<file path="src/rtl/trinity_pkg.sv">
// -----------------------------------------------------------------------------
// trinity_pkg
// Shared definitions for the decode/backend boundary.
//   iq_bundle_t  : fully decoded instruction bundle carried by the issue queue.
//   IQ_BUNDLE_W  : packed width of one iq_bundle_t.
// -----------------------------------------------------------------------------
package trinity_pkg;

    typedef struct packed {
        logic [4:0]  rs1;
        logic [4:0]  rs2;
        logic [4:0]  rd;
        logic [63:0] src1;
        logic [63:0] src2;
        logic [63:0] imm;
        logic        src1_is_reg;
        logic        src2_is_reg;
        logic        need_to_wb;
        logic [2:0]  cx_type;
        logic        is_unsigned;
        logic [3:0]  alu_type;
        logic        is_word;
        logic        is_load;
        logic        is_imm;
        logic        is_store;
        logic [1:0]  ls_size;
        logic [2:0]  muldiv_type;
        logic        predict_taken;
        logic [31:0] predict_target;
        logic [31:0] pc;
        logic [31:0] instr;
    } iq_bundle_t;

    localparam int IQ_BUNDLE_W = $bits(iq_bundle_t);

endpackage : trinity_pkg

</file>
<file path="src/rtl/issue_queue_storage.sv">
// -----------------------------------------------------------------------------
// iq_storage
// DEPTH x BUNDLE_W register array: one synchronous write port, one
// asynchronous read port. All entries clear on reset so the head reads zero
// straight out of reset.
// Ports:
//   clock, reset        : clock and synchronous active-high reset
//   wr_en/wr_addr/wr_data : write port (captured on posedge)
//   rd_addr/rd_data     : combinational read port
// -----------------------------------------------------------------------------
module iq_storage
    import trinity_pkg::*;
#(
    parameter int DEPTH    = 4,
    parameter int BUNDLE_W = IQ_BUNDLE_W,
    parameter int IDX_W    = $clog2(DEPTH)
) (
    input  logic                clock,
    input  logic                reset,
    input  logic                wr_en,
    input  logic [IDX_W-1:0]    wr_addr,
    input  logic [BUNDLE_W-1:0] wr_data,
    input  logic [IDX_W-1:0]    rd_addr,
    output logic [BUNDLE_W-1:0] rd_data
);

    logic [BUNDLE_W-1:0] mem_r [DEPTH];

    // Entry array: cleared on reset, written on an accepted enqueue.
    always_ff @(posedge clock) begin
        if (reset) begin
            for (int i = 0; i < DEPTH; i++) begin
                mem_r[i] <= {BUNDLE_W{1'b0}};
            end
        end else if (wr_en) begin
            mem_r[wr_addr] <= wr_data;
        end
    end

    assign rd_data = mem_r[rd_addr];

endmodule : iq_storage

</file>
<file path="src/rtl/issue_queue.sv">
// -----------------------------------------------------------------------------
// issue_queue
// In-order FIFO between decode and the execute/memory backend. The head entry
// is presented on deq_*; flush discards every buffered entry.
// Optional build macro: ISSUE_QUEUE_PERF_EN adds two 64-bit wrapping counters
// (cycles full, cycles head-valid-but-stalled), cleared only by reset.
// Ports:
//   clock, reset                     : clock, synchronous active-high reset
//   enq_valid/enq_ready/enq_bundle   : decode side handshake
//   deq_valid/deq_ready/deq_bundle   : backend side handshake
//   flush                            : backend redirect, empties the queue
//   count                            : current occupancy
//   perf_full_cycles/perf_stall_cycles : only with ISSUE_QUEUE_PERF_EN
// -----------------------------------------------------------------------------
module issue_queue
    import trinity_pkg::*;
#(
    parameter int DEPTH    = 4,
    parameter int BUNDLE_W = IQ_BUNDLE_W,
    parameter int IDX_W    = $clog2(DEPTH),
    parameter int PTR_W    = $clog2(DEPTH) + 1
) (
    input  logic                clock,
    input  logic                reset,
    input  logic                enq_valid,
    output logic                enq_ready,
    input  logic [BUNDLE_W-1:0] enq_bundle,
    output logic                deq_valid,
    input  logic                deq_ready,
    output logic [BUNDLE_W-1:0] deq_bundle,
    input  logic                flush,
    output logic [PTR_W-1:0]    count
`ifdef ISSUE_QUEUE_PERF_EN
    ,
    output logic [63:0]         perf_full_cycles,
    output logic [63:0]         perf_stall_cycles
`endif
);

    logic [PTR_W-1:0] wr_ptr_r;
    logic [PTR_W-1:0] rd_ptr_r;
    logic             full_s;
    logic             empty_s;
    logic             enq_fire_s;
    logic             deq_fire_s;

    // Status derives from the pointers only, so no input reaches the outputs
    // combinationally. Full: same index, opposite wrap bit.
    assign empty_s    = (wr_ptr_r == rd_ptr_r);
    assign full_s     = (wr_ptr_r[IDX_W-1:0] == rd_ptr_r[IDX_W-1:0]) &&
                        (wr_ptr_r[PTR_W-1] != rd_ptr_r[PTR_W-1]);
    assign enq_ready  = !full_s;
    assign deq_valid  = !empty_s;
    assign count      = wr_ptr_r - rd_ptr_r;
    assign enq_fire_s = enq_valid && !full_s && !flush;
    assign deq_fire_s = !empty_s && deq_ready && !flush;

    // Pointer update: reset and flush both rewind to zero, flush drops the
    // handshakes of its own cycle.
    always_ff @(posedge clock) begin
        if (reset || flush) begin
            wr_ptr_r <= {PTR_W{1'b0}};
            rd_ptr_r <= {PTR_W{1'b0}};
        end else begin
            if (enq_fire_s) begin
                wr_ptr_r <= wr_ptr_r + PTR_W'(1);
            end
            if (deq_fire_s) begin
                rd_ptr_r <= rd_ptr_r + PTR_W'(1);
            end
        end
    end

    iq_storage #(
        .DEPTH    (DEPTH),
        .BUNDLE_W (BUNDLE_W),
        .IDX_W    (IDX_W)
    ) u_storage (
        .clock    (clock),
        .reset    (reset),
        .wr_en    (enq_fire_s),
        .wr_addr  (wr_ptr_r[IDX_W-1:0]),
        .wr_data  (enq_bundle),
        .rd_addr  (rd_ptr_r[IDX_W-1:0]),
        .rd_data  (deq_bundle)
    );

`ifdef ISSUE_QUEUE_PERF_EN
    logic [63:0] perf_full_r;
    logic [63:0] perf_stall_r;

    // Performance counters: flush does not clear them, only reset does.
    always_ff @(posedge clock) begin
        if (reset) begin
            perf_full_r  <= 64'd0;
            perf_stall_r <= 64'd0;
        end else begin
            if (full_s) begin
                perf_full_r <= perf_full_r + 64'd1;
            end
            if (!empty_s && !deq_ready) begin
                perf_stall_r <= perf_stall_r + 64'd1;
            end
        end
    end

    assign perf_full_cycles  = perf_full_r;
    assign perf_stall_cycles = perf_stall_r;
`endif

endmodule : issue_queue

</file>
<file path="config.mk">
export PLATFORM = sky130hd
export DESIGN_NAME = issue_queue
export DESIGN_NICKNAME = d
export VERILOG_FILES = /design/src/rtl/trinity_pkg.sv /design/src/rtl/issue_queue_storage.sv /design/src/rtl/issue_queue.sv
export SDC_FILE = /design/constraint.sdc
export NUM_CORES = 1
export LEC_CHECK = 0
export ABC_AREA = 1
export CAP_MARGIN = 5
export CORE_MARGIN = 2
export CORE_UTILIZATION = 50
export CTS_CLUSTER_SIZE = 40
export DETAILED_ROUTE_END_ITERATION = 16
export HOLD_SLACK_MARGIN = 0.02
export PLACE_DENSITY = 0.72
export SLEW_MARGIN = 15
export SYNTH_ARGS = -nofsm -noshare
export SYNTH_HDL_FRONTEND = slang
export SYNTH_HIERARCHICAL = 1
export SYNTH_SLANG_ARGS = --single-unit
</file>
<file path="constraint.sdc">
create_clock -name clock -period 30.2 [get_ports clock]
set_input_delay 3.02 -clock clock [delete_from_list [all_inputs] [get_ports clock]]
set_output_delay 3.02 -clock clock [all_outputs]
set_load 0.1 [all_outputs]
</file>
After elaboration in Yosys (flattened, before gate mapping) --
Memory sizes are Yosys's and may differ from the RTL's. A register that Yosys moved wholly into a read port is not among the register bits. Cells that the tools add are included.
Operators by class: add/sub/neg operators 3, multipliers 0, div/mod/pow operators 0, magnitude comparators 0, equality and inequality tests 3, shifts and indexed selects 0, multiplexer cells 10, bitwise gates (word level) 0, reductions and logical operators 10
Operators with widths (number):
- 324-bit two-way mux | 1
- 324-bit OR reduction | 1
- 3-bit by 1-bit adder with 3-bit output, second input constant | 2
- 1-bit two-way mux | 6
- 2-bit two-way mux | 3
- 1-bit logical AND | 5
- 3-bit == test | 1
- 1-bit logical NOT | 3
- 3-bit subtractor | 1
- 2-bit == test | 1
- 1-bit logical OR | 1
- 1-bit inequality test | 1
Word-level totals: flip-flop bits (word level) 6, bits in latches 0, RAM bits 1296, bits in read-only memories 0, bits of input ports 329, output and inout bits 329, word-level logic and storage cells 29, memories kept 1
Memory list:
- u_storage.mem_r | depth 4, bits a word 324, read ports 1, clocked after Yosys merged registers in 1, wr ports 4, RTL line issue_queue_storage.sv:27 | logic [BUNDLE_W-1:0] mem_r [DEPTH];

Depth between registers and ports, before layout --
depth in word-level cells 10, depth in mapped cells 12, gate-level depth less buffers 9

By module --
Netlist, hierarchy kept.
By module, submodules not included:
- iq_storage | times used 1, cells each 6888, area an instance 61495.2 µm², sequential area each 38917.3 µm²
- issue_queue | times used 1, cells each 65, area an instance 442.9 µm², sequential area each 120.1 µm²

Worst setup path before layout --
No wires, ideal clock.
kind input to register, start in flush, end mem u_storage/mem_r[2][0] (netlist name) (enable), library setup time 1.458 ns, data arrival time 25.936 ns, required time 28.742 ns, path slack 2.806 ns, cell stages on the path 5, path buffers 0, cell sequence inv_1 > nand2_1 > a21oi_1 > inv_2 > o21ai_0
RTL lines:
- start, declared | RTL line issue_queue.sv:31 | input logic flush,
- end, declared | RTL line issue_queue_storage.sv:27

==> impl_summary.md <==
STA
The share of the clock period used by the worst path after layout is between 20% and 30%. The number of failing hold endpoints at the final stage came to 0. For this run, the top clock speed supported by timing is 115 MHz. The number of slew-limit violations in the final report is 0. The time the worst path needs with I/O delays and setup is between 8 and 9 ns. Headroom to the max-slew limit came out at 20.8%. Across the routed clock network, the largest skew measured is 0.0221 ns. The tightest hold path in the finished design has a slack of 0.549 ns.

The transition at the pin with the smallest max-transition slack is between 1 and 1.5 ns. In the final timing run, aggregate negative setup slack is 0 ns. Setup repair after global routing left no endpoint under its margin.

The count of endpoints failing setup in the final report is 0.

Worst setup path
The data required time of the worst path is 27.18 ns. The worst setup path is of the flip-flop to output pin kind. The slowest stage cell on the critical path is sky130_fd_sc_hd__clkdlybuf4s50_1. The critical path endpoint category is an output pin. Traced cell by cell, the critical path runs through buf_4 -> buf_4 -> buf_12 -> nand2_1 -> nand3_1 -> nand2_1 -> clkdlybuf4s50_1. The startpoint of the worst-slack reg-to-reg timing path is rd_ptr_r[1]$_SDFFE_PP0P_. Along the worst path, the maximum fanout reaches just over 200. The largest stage delay on the critical path is 1.03 ns.

The data arrival time at the worst-slack endpoint is 5.64 ns. The critical path starts at rd_ptr_r[0]$_SDFFE_PP0P_. STA classifies the critical path startpoint as a flip-flop.

Die
The total number of placement rows is 129. The die covers 127000 sq um. The horizontal die dimension is around 360 um. After floorplanning, the core was sized to cover 123000 sq um.

The initial utilization of the core area, before any placement, comes to 50.2%. 658 I/O pins were placed. The die height is 356 um.

Yosys
Sorting the synthesized cells by how often they occur yields sky130_fd_sc_hd__nand2_1 (1638), sky130_fd_sc_hd__inv_1 (1637), sky130_fd_sc_hd__edfxtp_1 (1296). Synthesis produced a netlist with a net count of approximately 7300. Summing every instance area after synthesis gives 61900 sq um. After synthesis, the share of flip-flops with an asynchronous set or reset is 0%. Counting flops with a built-in enable in the synthesized netlist gives 1296.

The most used flip-flop cell after synthesis is sky130_fd_sc_hd__edfxtp_1. Summed over all instances, the cell type with the most area after synthesis is sky130_fd_sc_hd__edfxtp_1. The number of distinct standard cells referenced by the synthesized netlist is 20. The share of the synthesized area in the top cell type is 62.8%. The flip-flop and latch count after synthesis is 1302. The average cell area after synthesis is 8.91 sq um. During synthesis, Yosys emitted a total of 6 warnings. After synthesis, the cell types taking the most area are sky130_fd_sc_hd__edfxtp_1 (63%), sky130_fd_sc_hd__nand2_1 (9.9%), sky130_fd_sc_hd__inv_1 (9.9%). After synthesis, flip-flops and latches occupy a little over three fifths of the total area. The number of standard cells after synthesis is 6953.

sky130_fd_sc_hd__nand2_1 is the most common cell in the netlist.

CTS
The buffers inserted during post-CTS setup optimization is 0. The H-tree was split into 4 levels. After clock tree synthesis, the repair step resized 0 gates. The number of clock sinks is 1302. The TritonCTS buffer count is 141. The TritonCTS clock tree is yes. The maximum buffer depth of the clock tree is 3.

The clock insertion delay at the later pin of the skew report is roughly 0.75 ns. After clock tree synthesis, the clock-pin slew on the worst setup and hold paths is 0.06 ns. The quantity of hold-fixing buffers added after cts is 0. The root cell of the clock tree is sky130_fd_sc_hd__clkbuf_16.

Worst hold path
The worst hold-check path type is flip-flop to flip-flop. The worst hold path startpoint is rd_ptr_r[2]$_SDFFE_PP0P_.

Power
For this design the ratio of total power to cell area is between 50 and 60 nW/um^2. The leakage power is 33.7 nW. The worst vdd rail ir drop is 0.0528 mV.

Global route
Summed over all layers, the global routing overflow is 0. The number of antenna violations at the first check in global routing is 20. Entering global routing, the biggest net connects 204 pins. The number of global-route vias before repair is 45686. The total routing usage reported by global routing is 25.3%. The first global-routing pass estimated 249000 um of wire.

Route
After detailed routing, the number of remaining DRC violations is 0. The final wirelength is 162000 um. Detailed routing inserted a total of roughly 46000 vias. The starting DRC count in detailed routing is roughly 4000. In this run the remaining antenna-violating nets after routing total 0. The first TritonRoute pass finished after 8 iterations. Using the TritonRoute via totals, the vias-per-cell ratio works out to slightly above 5. Dividing the detail-routed wire length by the instance count gives 17.7 um.

Placement
The final weighted congestion in routability-driven placement is 0.796. In this run the tool buffered the top-level ports with 657 buffer cells. The HPWL reported at the end of detailed placement is 92900 um. The area after detailed placement is 69300 sq um.

Run status
The run finished with clean final reports.

Final layout
After routing the design area is 73700 sq um. The count of fill cells added during filler insertion is 10277. The area added between synthesis and finish is 18.9%.

The fraction of layout cells with a size suffix above 1 is 3.32%. After the last flow step, the layout net total stands at slightly below 8000.

Run
The tool flagged a number of max-cap violations equal to 0.
[final timing paths]
path	endpoint	slack, ns	depth (start not counted)
setup / recovery	deq_bundle[113]	21.54	7
hold / removal	rd_ptr_r[2]$_SDFFE_PP0P_	0.55	2
setup reg to reg	u_storage/mem_r[0][133]$_SDFFCE_PN0P_	23.92	12
hold reg to reg	rd_ptr_r[2]$_SDFFE_PP0P_	0.55	2
[layout by cell type, fill, tap and decap left out]
master                            synthesis  final
sky130_fd_sc_hd__xor2_1                   1      1
sky130_fd_sc_hd__buf_4                    0     46
sky130_fd_sc_hd__clkinv_16                0      2
sky130_fd_sc_hd__clkinvlp_4               0      2
sky130_fd_sc_hd__dfxtp_4                  0      2
sky130_fd_sc_hd__clkinv_1                 0     46
sky130_fd_sc_hd__nor3_1                 324    324
sky130_fd_sc_hd__nand2_8                  0      1
sky130_fd_sc_hd__inv_6                    0      6
sky130_fd_sc_hd__buf_12                   0      8
sky130_fd_sc_hd__dfxtp_1                  6      4
sky130_fd_sc_hd__ha_1                     4      4
sky130_fd_sc_hd__nand2_4                  0      4
sky130_fd_sc_hd__inv_1                 1637   1637
sky130_fd_sc_hd__clkinv_2                 1     15
sky130_fd_sc_hd__clkdlybuf4s50_1          0    657
sky130_fd_sc_hd__edfxtp_1              1296   1296
sky130_fd_sc_hd__nand3_4                  2      4
sky130_fd_sc_hd__fa_1                     1      1
sky130_fd_sc_hd__inv_2                    3      1
sky130_fd_sc_hd__clkbuf_16                0    145
sky130_fd_sc_hd__bufinv_16                0      5
sky130_fd_sc_hd__o21ai_4                  0      1
sky130_fd_sc_hd__nand2_1               1638   1634
sky130_fd_sc_hd__nand3_1                657    655
sky130_fd_sc_hd__inv_8                    0      2
sky130_fd_sc_hd__clkbuf_1                89     25
sky130_fd_sc_hd__clkinv_8                 0      4
sky130_fd_sc_hd__diode_2                  0      5
sky130_fd_sc_hd__clkinv_4                 0      2
sky130_fd_sc_hd__nor2_1                 982    982
sky130_fd_sc_hd__a21oi_1                  7      7
[report_power, final]
group / switching [mW] / internal, mW
clock: 0.695 / 0.922
combinational: 0.445 / 0.139
sequential: 0.0229 / 2.08
total: 1.16 / 3.14
[per-layer routing]
| layer | wire [um] | vias to the layer above | GRT usage (%) | share of wire (%) |
|---|---|---|---|---|
| met5 | 226 | - | 0 | 0.14 |
| li1 | - | 22283 | - | - |
| met1 | 61600 | 21773 | 30.5 | 38 |
| met2 | 79300 | 1747 | 43.1 | 49 |
| met4 | 6730 | 32 | 11.6 | 4.1 |
| met3 | 14300 | 334 | 5.94 | 8.8 |
[layout make-up]
type                       count  area [sq um]  area share (%)
antenna                        5          12.5          0.0170
clock buffer                 170          3720            5.05
clock inverter                81           603           0.819
inverter                    1641          6180            8.38
multi-input combinational   3618         15000            20.3
sequential                  1302         39000            53.0
tap                         1637          2050            2.78
timing repair buffer         711          7080            9.61
[cell families after synthesis]
| group | Yosys count | synth area share (%) |
|---|---|---|
| xor+xnor | 1 | 0.0141 |
| fa+ha+maj | 5 | 0.113 |
| simple gates | 3604 | 23.9 |
| compound gates | 8 | 0.0646 |
| buf+inv | 2033 | 12.9 |
| flops | 1302 | 63.0 |
[worst max-delay path: cells and delay by family (launching register included)]
kind | cells | cell delay [ns]
buffers and inverters | 4 | 3.23
flip-flops | 1 | 0.80
AND/OR/NAND/NOR | 3 | 0.37
[state kept, by name, summed over array words and instances, names as in the netlist]
| register | count |
|---|---|
| u_storage/mem_r | 1296 |
| rd_ptr_r | 3 |
| wr_ptr_r | 3 |
[metrics by stage]
step | utilization (%) | power, mW | setup WS (ns) | std cells
floorplan | - | 2.58 | 2.81 | 6953
global placement | 56.2 | 2.71 | 21.78 | 8909
detailed placement | 56.2 | 2.72 | 21.68 | 8909
CTS | 59.7 | 4.33 | 21.55 | 9160
global route | 59.7 | 4.45 | 21.40 | 9162
finish | 59.7 | 4.30 | 21.54 | 9165
Note: power is estimated with default switching activity, not from simulation.
